<file path="config.mk">
export PLATFORM = sky130hd
export DESIGN_NAME = seq_binary_divider
export DESIGN_NICKNAME = d
export VERILOG_FILES = /design/src/rtl/seq_binary_divider.sv
export SDC_FILE = /design/constraint.sdc
export NUM_CORES = 1
export LEC_CHECK = 0
export ABC_AREA = 0
export CAP_MARGIN = 20
export CORE_UTILIZATION = 45
export CTS_CLUSTER_SIZE = 14
export DETAILED_ROUTE_END_ITERATION = 6
export GPL_TIMING_DRIVEN = 0
export PLACE_DENSITY = 0.73
export SYNTH_ARGS = -nofsm -noshare
export SYNTH_HDL_FRONTEND = slang
export SYNTH_SLANG_ARGS = --single-unit
</file>
<file path="constraint.sdc">
create_clock -name clk -period 1.95 [get_ports clk]
set_input_delay 0.195 -clock clk [delete_from_list [all_inputs] [get_ports clk]]
set_output_delay 0.195 -clock clk [all_outputs]
set_load 0.1 [all_outputs]
</file>
<file path="src/rtl/seq_binary_divider.sv">
// seq_binary_divider: restoring unsigned divider, one quotient bit per clock,
// with a start/busy/done handshake and divide-by-zero flag.
module seq_binary_divider #(
    parameter int DIVIDEND_W = 4,
    parameter int DIVISOR_W  = 2
) (
    input  logic                  clk,
    input  logic                  rst,
    input  logic                  start,
    input  logic [DIVIDEND_W-1:0] dividend,
    input  logic [DIVISOR_W-1:0]  divisor,
    output logic                  busy,
    output logic                  done,
    output logic [DIVIDEND_W-1:0] quotient,
    output logic [DIVISOR_W-1:0]  remainder,
    output logic                  div_by_zero
);
    localparam int CW = (DIVIDEND_W > 1) ? $clog2(DIVIDEND_W) : 1;

    typedef enum logic [1:0] {IDLE, RUN, DONE} state_t;

    state_t                state_q, state_d;
    logic [CW-1:0]         cnt_q, cnt_d;
    logic [DIVIDEND_W-1:0] dvd_q, dvd_d;
    logic [DIVISOR_W-1:0]  dvs_q, dvs_d;
    logic [DIVISOR_W-1:0]  prem_q, prem_d;
    logic [DIVIDEND_W-1:0] quot_q, quot_d;
    logic [DIVIDEND_W-1:0] quotient_q, quotient_d;
    logic [DIVISOR_W-1:0]  remainder_q, remainder_d;
    logic                  dbz_q, dbz_d;
    logic [DIVISOR_W:0]    trial;
    logic [DIVISOR_W-1:0]  diff;
    logic                  fits;
    logic                  last;

    // The stored remainder is always below the divisor, so only the shifted
    // trial value needs the extra bit; the difference then fits in DIVISOR_W.
    assign trial = {prem_q, dvd_q[DIVIDEND_W-1]};
    assign fits  = trial >= {1'b0, dvs_q};
    assign diff  = trial[DIVISOR_W-1:0] - dvs_q;
    assign last  = cnt_q == '0;

    always_ff @(posedge clk or posedge rst) begin
        if (rst) begin
            state_q <= IDLE;
        end else begin
            state_q <= state_d;
        end
    end

    always_comb begin
        state_d = state_q;
        case (state_q)
            IDLE:    state_d = start ? RUN : IDLE;
            RUN:     state_d = last ? DONE : RUN;
            default: state_d = IDLE;
        endcase
    end

    always_comb begin
        busy = state_q != IDLE;
        done = state_q == DONE;
    end

    // A zero divisor takes a single RUN cycle (counter starts at 0) so its
    // done pulse lands one edge after acceptance.
    always_comb begin
        cnt_d       = cnt_q;
        dvd_d       = dvd_q;
        dvs_d       = dvs_q;
        prem_d      = prem_q;
        quot_d      = quot_q;
        quotient_d  = quotient_q;
        remainder_d = remainder_q;
        dbz_d       = dbz_q;
        if (state_q == IDLE && start) begin
            dvd_d  = dividend;
            dvs_d  = divisor;
            prem_d = '0;
            quot_d = '0;
            dbz_d  = 1'b0;
            cnt_d  = (divisor == '0) ? '0 : CW'(DIVIDEND_W - 1);
        end else if (state_q == RUN) begin
            dvd_d  = dvd_q << 1;
            prem_d = fits ? diff : trial[DIVISOR_W-1:0];
            quot_d = (quot_q << 1) | DIVIDEND_W'(fits);
            cnt_d  = cnt_q - 1'b1;
            if (last) begin
                quotient_d  = (dvs_q == '0) ? '1 : quot_d;
                remainder_d = (dvs_q == '0) ? '0 : prem_d;
                dbz_d       = dvs_q == '0;
            end
        end
    end

    always_ff @(posedge clk or posedge rst) begin
        if (rst) begin
            cnt_q       <= '0;
            dvd_q       <= '0;
            dvs_q       <= '0;
            prem_q      <= '0;
            quot_q      <= '0;
            quotient_q  <= '0;
            remainder_q <= '0;
            dbz_q       <= 1'b0;
        end else begin
            cnt_q       <= cnt_d;
            dvd_q       <= dvd_d;
            dvs_q       <= dvs_d;
            prem_q      <= prem_d;
            quot_q      <= quot_d;
            quotient_q  <= quotient_d;
            remainder_q <= remainder_d;
            dbz_q       <= dbz_d;
        end
    end

    assign quotient    = quotient_q;
    assign remainder   = remainder_q;
    assign div_by_zero = dbz_q;
endmodule

</file>
==> parameters.txt <==
Parameter                              Value

Outcome
  Status ... complete, no violations

Drt
  Total detailed-routing wirelength ... 2.09 mm
  Routed vias ... 863
  Number of design-rule violations left by the first detailed-router iteration ... 15
  Count of TritonRoute iterations in the first routing pass ... 4
  Wire per inst ... 13.5 um
  Residual antenna-violating net count after detailed routing ... 0
  DRC violations left ... 0
  Detailed-route vias per instance ... 5.57

STA
  Final hold vios ... 0
  WHS ... 277 ps
  Time the final worst path needs with I/O delays and setup ... 1770 ps
  RSZ-0062 raised after global routing ... no
  Worst Clk Skew ... 2.27 ps
  Fmax achieved ... 0.565 GHz
  Share of the cycle needed by the critical path after routing ... 0.907
  Transition time of the tightest slew-check pin ... 954 ps
  Slew Limit Headroom ... 0.366
  Setup-violating endpoint count in the final report ... 0
  Setup TNS ... 0 ps
  Number of pins with negative max-slew slack in the final report ... 0

Floorplanning
  Die boundary height ... 51.0 um
  Count of pins on the block boundary ... 18
  Die area ... 0.00260 mm^2
  Die boundary width ... 51.0 um
  Starting density of the core ... 0.483
  Number of rows in the core area ... 17
  Core outline area ... 0.00223 mm^2

CTS
  Num CTS Buffers ... 3
  Cell at the root of the clock tree ... clkbuf_4
  Post-cts hold buffer count ... 0
  TritonCTS clock tree ... done
  CTS sink cnt ... 22
  Number of H-tree branching levels ... 1
  Max Buffers Root-to-Sink ... 2
  Reg clk slew, reported paths ... 130 ps
  Clock latency reported for the late side of the worst-skew pair ... 310 ps

Logic synthesis
  Xor and xnor fraction of the mapped netlist area ... 0
  Syn. warnings ... 0
  Adder and majority gate portion of the synthesized area ... 0.0348
  Number of cells produced by synthesis ... 107
  Syn Nets ... 119
  Area of the mapped netlist ... 0.00108 mm^2
  Compound-cell area share of the yosys netlist ... 0.210
  Part of the Yosys area used for sequential elements ... 0.510
  Number of synthesized register bits ... 22
  Count of cell types in the netlist ... 29
  Main combinational cell family by area after synthesis ... compound AO/OA/AOI/OAI gates
  Mapped Avg Cell Area ... 10.1 um^2
  Mux cell area share after synthesis ... 0.0301
  Synthesized-area fraction occupied by and/or/nand/nor cells ... 0.169

Worst setup path
  Type of destination of the critical path ... output port
  WP data arrival ... 1570 ps
  Critical path startpoint category ... flop
  Crit path kind ... reg2out
  Critical-path maximum fanout ... 10
  Worst EP required ... 1750 ps

Placed design
  Final Wtd Congestion ... 0.736
  HPWL Detailed ... 1.48 mm
  PortBufs ... 16

GRT
  Global route total overflow ... 0
  Wire length of the first global-routing pass ... 3.55 mm
  Total global routing track utilization ... 0.187
  Initial antenna violation count ... 0
  Maximum number of pins on one net before global-route repair ... 23
  Vias in the first global route ... 790

Layout
  Ratio of cells with drive above 1 in the final layout ... 0.150
  Highest-count cells in the layout ignoring fill and taps ... dfrtp_1 (22), nand2_1 (16), o21ai_0 (11)
  Commonest non-fill, non-tap cell in the layout ... dfrtp_1
  Area added between synthesis and finish ... 22.6%
  FILL cells ... 205
  Antenna diode count ... 0
  Final layout net count ... 140

Job
  Max Cap Violations ... 0

Hold path
  Classification of the worst-slack hold path ... in2reg
==> per-stage QoR <==
step	util	std cells	setup slack, ps	instance area, um^2
2_1_floorplan	-	107	436	1080
3_3_place_gp	0.572	151	-25.6	1280
3_5_place_dp	0.572	151	-42.7	1280
4_1_cts	0.593	155	176	1320
5_1_grt	0.593	155	137	1320
6_report	0.593	155	181	1320
==> worst max-delay path, stage by stage (launching register included) <==
cell and delay [ps]:
dfrtp_1 350, buf_4 160, inv_2 90, nor2_2 110, clkdlybuf4s15_2 550
==> sequential cells by signal (all words and copies together) (netlist names) <==
signal	count
dvd_q	4
quotient	4
quot_q	3
cnt_q	2
dvs_q	2
prem_q	2
remainder	2
state_q	2
div_by_zero	1
==> synth_stat cells, drive strengths merged <==
cell type,instances,share of area
mux2i,1,0.0093
nand3b,1,0.019
o21bai,1,0.010
buf,3,0.019
a211oi,2,0.019
nand2,16,0.056
o21ai,12,0.056
ha,3,0.035
inv,8,0.028
a21oi,3,0.014
nor3b,1,0.0070
nor2b,4,0.023
nand2b,1,0.0058
a31oi,5,0.029
a2111oi,1,0.014
o31ai,3,0.021
and2b,1,0.0070
and2,3,0.017
nor2,6,0.021
a21o,1,0.0070
and3,1,0.0058
dfrtp,22,0.51
or2,1,0.0081
a22o,5,0.041
mux2,2,0.021
==> logic make-up (layout without fill, tap and decap cells) <==
kind of cell,Yosys count,after routing
and+or+nand+nor,35,35
muxes,3,3
adders and majority gates,3,3
DFF,22,22
buffers and inverters,11,31
AOI/OAI and AO/OA,33,33
==> routing by layer <==
metal | wire length (um) | GRT usage
met1 | 991 | 0.246
met2 | 1010 | 0.298
met3 | 73 | 0.0357
met4 | 16 | 0.0833
met5 | 0 | 0
==> what timing repair did <==
item | CTS | global route
resized for setup | 13 | 0
buffers inserted | 0 | 0
setup endpoints to repair | 9 | 0
==> final cells by class <==
type	count	area, um^2	area share
clock inverters	1	30.0	0.0227
multi-input cells	74	482	0.364
repair buffers	16	154	0.116
plain buffers	3	20.0	0.0151
well taps	28	35.0	0.0265
clock buffers	3	22.5	0.0170
flip-flops and latches	22	551	0.416
inverters	8	30.0	0.0227
==> worst paths after layout <==
path | from | end | slack (ps) | cells past startpoint
min reg2reg | quotient[3] | quotient[3] | 480 | 2
max in group asynchronous | rst | remainder[0] | 1090 | 2
min in group asynchronous | rst | quotient[2] | 340 | 2
min | start | state_q[0] | 280 | 3
max reg2reg | dvd_q[3] | remainder[1] | 380 | 5
max | state_q[1] | done | 180 | 4
Power is not shown: default switching activity piles up to over one toggle a cycle in this logic, so the estimate is an artifact.
